==> src/rtl/mux_pkg.sv <==
// Shared mode encodings and helpers for the arb_mux_n channel multiplexer.
package mux_pkg;

  localparam int unsigned MODE_SEL  = 0;  // explicit sel port
  localparam int unsigned MODE_PRIO = 1;  // fixed priority, lowest index wins
  localparam int unsigned MODE_RR   = 2;  // round-robin

  // Widest supported channel count; grant vectors are zero-extended to this.
  localparam int unsigned MAX_N = 16;

  // Index of the set bit in a one-hot (or zero) vector; zero vector yields 0.
  function automatic logic [3:0] onehot_to_idx(input logic [MAX_N-1:0] onehot);
    logic [3:0] idx;
    idx = '0;
    for (int i = 0; i < MAX_N; i++) begin
      if (onehot[i]) idx = idx | 4'(i);
    end
    return idx;
  endfunction

endpackage

==> src/rtl/rr_arbiter.sv <==
// Round-robin arbiter: grants the first requester at or after the pointer,
// searching cyclically; the pointer moves past the winner on each advance.
module rr_arbiter #(
  parameter int unsigned N  = 4,
  parameter int unsigned SW = $clog2(N)
) (
  input  logic         clk,
  input  logic         rst_n,
  input  logic [N-1:0] req,
  input  logic         advance,
  output logic [N-1:0] grant
);

  logic [SW-1:0] ptr_q, ptr_d;
  logic [SW-1:0] g_idx;

  // Cyclic search for the first request starting at the pointer.
  always_comb begin
    int unsigned idx;
    logic        found;
    grant = '0;
    g_idx = '0;
    found = 1'b0;
    for (int k = 0; k < N; k++) begin
      idx = 32'(ptr_q) + 32'(k);
      if (idx >= N) idx = idx - N;
      if (!found && req[idx]) begin
        grant[idx] = 1'b1;
        g_idx      = SW'(idx);
        found      = 1'b1;
      end
    end
  end

  // Pointer moves one past the granted channel, wrapping at N-1.
  always_comb begin
    ptr_d = ptr_q;
    if (advance) begin
      ptr_d = (g_idx == SW'(N - 1)) ? '0 : g_idx + 1'b1;
    end
  end

  // Pointer register.
  always_ff @(posedge clk or negedge rst_n) begin
    if (!rst_n) ptr_q <= '0;
    else        ptr_q <= ptr_d;
  end

endmodule

==> src/rtl/arb_mux_n.sv <==
// N-channel valid/ready multiplexer with a single registered output stage.
// Selection is explicit, fixed-priority or round-robin depending on MODE.
module arb_mux_n
  import mux_pkg::*;
#(
  parameter int unsigned N     = 4,
  parameter int unsigned WIDTH = 32,
  parameter int unsigned MODE  = 0,
  parameter int unsigned SW    = $clog2(N)
) (
  input  logic             clk,
  input  logic             rst_n,
  input  logic [N-1:0]     in_valid,
  input  logic [N*WIDTH-1:0] in_data,
  output logic [N-1:0]     in_ready,
  input  logic [SW-1:0]    sel,
  output logic             out_valid,
  output logic [WIDTH-1:0] out_data,
  output logic [SW-1:0]    out_src,
  input  logic             out_ready
);

  logic [N-1:0]     grant;
  logic             space;
  logic             accept;
  logic [SW-1:0]    g_idx;
  logic [WIDTH-1:0] mux_data;
  logic             valid_q;
  logic [WIDTH-1:0] data_q;
  logic [SW-1:0]    src_q;

  assign space    = ~valid_q | out_ready;
  assign in_ready = grant & {N{space}};
  assign accept   = |(in_valid & in_ready);
  assign g_idx    = SW'(onehot_to_idx(MAX_N'(grant)));

  generate
    if (MODE == MODE_SEL) begin : g_sel
      // Out-of-range sel gives no grant.
      always_comb begin
        grant = '0;
        if (32'(sel) < N) grant[sel] = in_valid[sel];
      end
    end else if (MODE == MODE_PRIO) begin : g_prio
      logic unused_sel;
      assign unused_sel = ^sel;
      // Lowest-index valid channel wins.
      always_comb begin
        logic found;
        grant = '0;
        found = 1'b0;
        for (int i = 0; i < N; i++) begin
          if (!found && in_valid[i]) begin
            grant[i] = 1'b1;
            found    = 1'b1;
          end
        end
      end
    end else if (MODE == MODE_RR) begin : g_rr
      logic unused_sel;
      assign unused_sel = ^sel;
      rr_arbiter #(
        .N  (N),
        .SW (SW)
      ) u_rr (
        .clk     (clk),
        .rst_n   (rst_n),
        .req     (in_valid),
        .advance (accept),
        .grant   (grant)
      );
    end else begin : g_none
      logic unused_sel;
      assign unused_sel = ^sel;
      assign grant = '0;
    end
  endgenerate

  // AND-OR data mux driven by the one-hot grant.
  always_comb begin
    mux_data = '0;
    for (int i = 0; i < N; i++) begin
      mux_data = mux_data | (in_data[i*WIDTH +: WIDTH] & {WIDTH{grant[i]}});
    end
  end

  // Output stage: load on accept, clear valid on drain, hold otherwise.
  always_ff @(posedge clk or negedge rst_n) begin
    if (!rst_n) begin
      valid_q <= 1'b0;
      data_q  <= '0;
      src_q   <= '0;
    end else if (accept) begin
      valid_q <= 1'b1;
      data_q  <= mux_data;
      src_q   <= g_idx;
    end else if (out_ready) begin
      valid_q <= 1'b0;
    end
  end

  assign out_valid = valid_q;
  assign out_data  = data_q;
  assign out_src   = src_q;

endmodule

==> config.mk <==
export PLATFORM = sky130hd
export DESIGN_NAME = arb_mux_n
export DESIGN_NICKNAME = d
export VERILOG_FILES = /design/src/rtl/mux_pkg.sv /design/src/rtl/rr_arbiter.sv /design/src/rtl/arb_mux_n.sv
export SDC_FILE = /design/constraint.sdc
export NUM_CORES = 1
export LEC_CHECK = 0
export BUFFER_PORTS_ARGS = -buffer_cell sky130_fd_sc_hd__buf_4
export CAP_MARGIN = 10
export CORE_ASPECT_RATIO = 1.2
export CORE_MARGIN = 5
export CORE_UTILIZATION = 41
export DETAILED_ROUTE_END_ITERATION = 7
export PLACE_DENSITY = 0.86
export SYNTH_ARGS = -nofsm -noshare
export SYNTH_HDL_FRONTEND = slang
export SYNTH_SLANG_ARGS = --single-unit
==> constraint.sdc <==
create_clock -name clk -period 2.05 [get_ports clk]
set_input_delay 0.205 -clock clk [delete_from_list [all_inputs] [get_ports clk]]
set_output_delay 0.205 -clock clk [all_outputs]
set_load 0.01 [all_outputs]
# After elaboration in Yosys (flattened, before gate mapping)
# Index checks and enable logic that the tools add are counted.
[totals] reg_bits=35 inputBits=137 out_inout_bits=39 elab_cells=29
[classes] magnitude_cmp=2 muxes=9 n_bitwise=12 n_reduce_logical=3
[op_table] cell="$and 32x32->32" count=4
[op_table] cell="$or 32x32->32" count=3
[op_table] cell="$and 4x4->4" count=3
[op_table] cell="$mux 1" count=5
[op_table] cell="$mux 2" count=2
[op_table] cell="$reduce_or 4->1" count=1
[op_table] cell="$lt 2x3->1 const B" count=1
[op_table] cell="$bmux 1 s2" count=1
[op_table] cell="$demux 1 s2" count=1
[op_table] cell="$ge 2x1->1 const B" count=1
[op_table] cell="$reduce_bool 2->1" count=1
[op_table] cell="$logic_and 1x1->1" count=1
[op_table] cell="$not 1->1" count=1
[op_table] cell="$or 1x1->1" count=1

# Depth between registers and ports, before layout
[logic_depth] word_depth=9 ltp_mapped=7

# Worst setup path after synthesis
# OpenSTA, ideal clock, no wires.
[synth_path] path_kind="register -> register" from="register valid_q, in the netlist out_valid" to="register data_q[15], in the netlist out_data[15]" setup_ps=125 arrival_ps=1440 required_ps=1925 path_slack_ps=485 stages_incl_launch_ff=6 cell_sequence="dfrtp_1 > nor2b_1 > a211oi_2 > a31oi_4 > buf_6 > mux2_4"
[synth_via] elab_chain_cells=5
[synth_lines] item="start: declaration" line="arb_mux_n.sv:28" rtl="logic valid_q;"
[synth_lines] item="start signal: assignment" line="arb_mux_n.sv:90" rtl="valid_q <= 1'b0;"
[synth_lines] item="start signal: assignment" line="arb_mux_n.sv:94" rtl="valid_q <= 1'b1;"
[synth_lines] item="start signal: assignment" line="arb_mux_n.sv:98" rtl="valid_q <= 1'b0;"
[synth_lines] item="$not 1->1" line="arb_mux_n.sv:32" rtl="assign space = ~valid_q | out_ready;"
[synth_lines] item="$or 1x1->1" line="arb_mux_n.sv:32"
[synth_lines] item="$and 4x4->4" line="arb_mux_n.sv:33" rtl="assign in_ready = grant & {N{space}};"
[synth_lines] item="$and 4x4->4" line="arb_mux_n.sv:34" rtl="assign accept = |(in_valid & in_ready);"
[synth_lines] item="$reduce_or 4->1" line="arb_mux_n.sv:34"
[synth_lines] item="end signal: assignment" line="arb_mux_n.sv:95" rtl="data_q <= mux_data;"
[synth_lines] item="end: declaration" line="arb_mux_n.sv:29" rtl="logic [WIDTH-1:0] data_q;"
# No other way between the ends.
# A chain may end at the register's enable or synchronous reset.

# Worst setup path after layout
[layout_path] from="input sel[0]" to="output in_ready[2]"
[layout_via] elab_chain_cells=6 word_cells_on_any_way=9
[layout_lines] item="start: declaration" line="arb_mux_n.sv:16" rtl="input logic [SW-1:0] sel,"
[layout_lines] item="$lt 2x3->1 (implied by the code) or $ge 2x1->1 (tied branches)" line="arb_mux_n.sv:42" rtl="if (32'(sel) < N) grant[sel] = in_valid[sel];"
[layout_lines] item="$logic_and 1x1->1 (implied by the code)" line="arb_mux_n.sv:42"
[layout_lines] item="$mux 1 (implied by the code)" line="arb_mux_n.sv:42"
[layout_lines] item="$demux 1 s2" line="arb_mux_n.sv:42"
[layout_lines] item="$and 4x4->4 (no source line) *"
[layout_lines] item="$and 4x4->4 *" line="arb_mux_n.sv:33"
[layout_lines] item="end: declaration" line="arb_mux_n.sv:15" rtl="output logic [N-1:0] in_ready,"
# Mark *: on every way between the ends. The rest lies on a longest branch, timed or not. The select of a mux whose other input is x is not followed.

==> metrics.cfg <==
[critical_path]
end_kind = primary output
crit_fanout = 16
critical_path_buf_inv_count = 3
slowest_stage = and3b_1
path_cells = buf_4 -> buf_4 -> and3b_1 -> and2_1 -> buf_4
cp.arrival_ns = 1.46
crit_path_frequent_cell = buf_4
critPathTopFamily = simple AND/OR/NAND/NOR gates
cp_slowest_stage_delay_ns = 0.58
cp-start-kind = input port
rr_worst_depth = 5
r2r_slack_ns = 0.40
r2r-start = out_valid$_DFFE_PN0P_
r2r_end = out_data[13]$_DFFE_PN0P_
crit_required_ns = 1.85
crit_type = in -> out

[yosys]
ys_ff_latch = 35
synth_flop_cell = dfrtp_1
postSynth.asyncResetShare_pct = 100
synth.avg_cell_area_um2 = 9.70
syn_inst = 253
synth_edf_count = 0
syn-num-nets = 390
ys_warn_count = 0
seq_area_frac_synth_pct = 35.7
synth_cell_type_count = 28
netlist_area_um2 = 2450

[finish]
layout-drive-gt1-share_pct = 51.1
syn_to_final_growth_pct = 58.3
antenna_cells = 0
layout_common_cells = buf_4 (179), nand3_1 (55), dfrtp_1 (35), and4_1 (18), a31oi_1 (18)
nNetsFinal = 549
final_common_cell = buf_4

[global_route]
grt_pass1_wl_um = 13700
antenna_found_initial = 0
grt.overflow.total = 0
grt_pass1_vias = 2863
grt_start_max_net_pins = 36
grtUsageTotal_pct = 23.3

[cts]
clk_pin_slew_ns = 0.07
numClockSinks = 35
cts_tree = done
post-cts-setup-buffers = 0
clockRootBuffer = clkbuf_8
h-tree-depth = 2
clock_latency_ns = 0.28
clk_path_buf_depth = 2
cts-resized-gates = 0
cts-buffers-inserted = 5

[floorplanning]
core_um2 = 5930
die_w_um = 80.6
initial_utilization_pct = 41.4
std_cell_rows = 31
ios = 176
die_area_um2 = 7640
fp.dieH_um = 94.8

[sta]
rsz0062_at_grt = no
worst_pin_slew_ns = 0.755
tns_ns = 0
skew_ns = 0.00386
timing.fmax_mhz = 599
slew_headroom_pct = 49.6
hold_viol = 0
finalCriticalPeriod_ns = 1.67
final-setup-viol-count = 0
layout_worst_path_cycle_share_pct = 81.4
hold_ws_ns = 0.214
slew_viol_final = 0

[min_path]
hold-path-endpoint = out_data[24]$_DFFE_PN0P_
hold_start = in_data[120]
hold_depth = 3
hp-class = in -> reg

[power]
power_density_nw_per_um2 = 630
vdd_drop_max_uv = 320
p_leak_nw = 2.03

[place]
io_buffers = 175
dp_hpwl_um = 6980
place.gp.congestion = 0.886

[routing]
drt-pass1-iter-count = 4
wl_met2_um = 4570
drc = 0
wire_per_inst_um = 18.2
drt-initial-drc-count = 177
top_layer_used = met4
met3_length_um = 914
via_count = 2795
via_per_inst = 5.65
drt-total-wl_um = 9010
ant_nets = 0
drt-met1-wl_um = 3300

[status]
status = completed

[job]
cap_violations = 0

logic make-up after synthesis:
group	after synthesis	share of synthesized area, %
mux	35	17.7
flops	35	35.7
compound gates	49	16.2
buf+inv	44	8.26
simple gates	90	22.2
registers in the layout, indices dropped and copies added, names as in the netlist:
name       count
out_valid      1
out_data      32
out_src        2
worst min-delay path: cells and delay by family:
kind / cells / cell delay, ns
AO/OA/AOI/OAI: 1 / 0.06
buffers and inverters: 1 / 0.08
multiplexers: 1 / 0.11
final cells by class:
class / instances / area (um^2)
fill: 483 / 2050
multi-input combinational: 174 / 1380
timing repair buffer: 181 / 1370
sequential: 35 / 876
tap: 82 / 103
clock buffer: 8 / 100
inverter: 15 / 56.3
worst max-delay path by stage:
stage / start / cells after the start / endpoint / slack (ns)
5_1_grt: sel[0] / 5 / in_ready[3] / 0.31
2_1_floorplan: out_valid$_DFFE_PN0P_ / 5 / out_data[15]$_DFFE_PN0P_ / 0.48
3_5_place_dp: sel[1] / 5 / out_data[20]$_DFFE_PN0P_ / 0.15
4_1_cts: sel[0] / 5 / in_ready[2] / 0.38
6_report: sel[0] / 5 / in_ready[2] / 0.38
3_3_place_gp: sel[1] / 5 / out_data[12]$_DFFE_PN0P_ / 0.23
repair_timing:
action / in CTS / in global routing
hold buffers: 1 / 0
setup endpoints to repair: 0 / 0
hold endpoints to repair: 35 / 0
cells in the mapped netlist, types with 9 or more instances:
| master | count | area, um^2 |
|---|---|---|
| inv_1 | 15 | 56.3 |
| a31oi_1 | 18 | 113 |
| clkbuf_1 | 15 | 56.3 |
| dfrtp_1 | 35 | 876 |
| nand3_1 | 55 | 275 |
| mux2i_1 | 15 | 150 |
| a221oi_1 | 14 | 123 |
| buf_2 | 9 | 45.0 |
| and4_1 | 18 | 158 |
| a22o_1 | 14 | 123 |
| mux2_4 | 16 | 240 |
through the flow:
step	utilization [%]	area [um^2]	setup slack (ns)	total power, mW	instances
2_1_floorplan	-	2450	0.485	1.37	253
3_3_place_gp	63.5	3770	0.230	1.88	485
3_5_place_dp	63.5	3770	0.147	1.91	485
4_1_cts	65.3	3880	0.382	2.47	494
5_1_grt	65.5	3880	0.313	2.58	495
6_report	65.5	3880	0.380	2.45	495
power by group:
part / switching [mW] / internal, mW / total (mW)
logic: 0.403 / 0.565 / 0.968
registers: 0.0887 / 0.835 / 0.924
clock network: 0.248 / 0.307 / 0.555
metal layers:
layer  GRT usage [%]  up-vias
li1                -     1281
met1            26.2     1306
met2            41.5      181
met3            6.87       27
met4            8.03        0
met5               0        -
(Power assumes the default switching activity.)
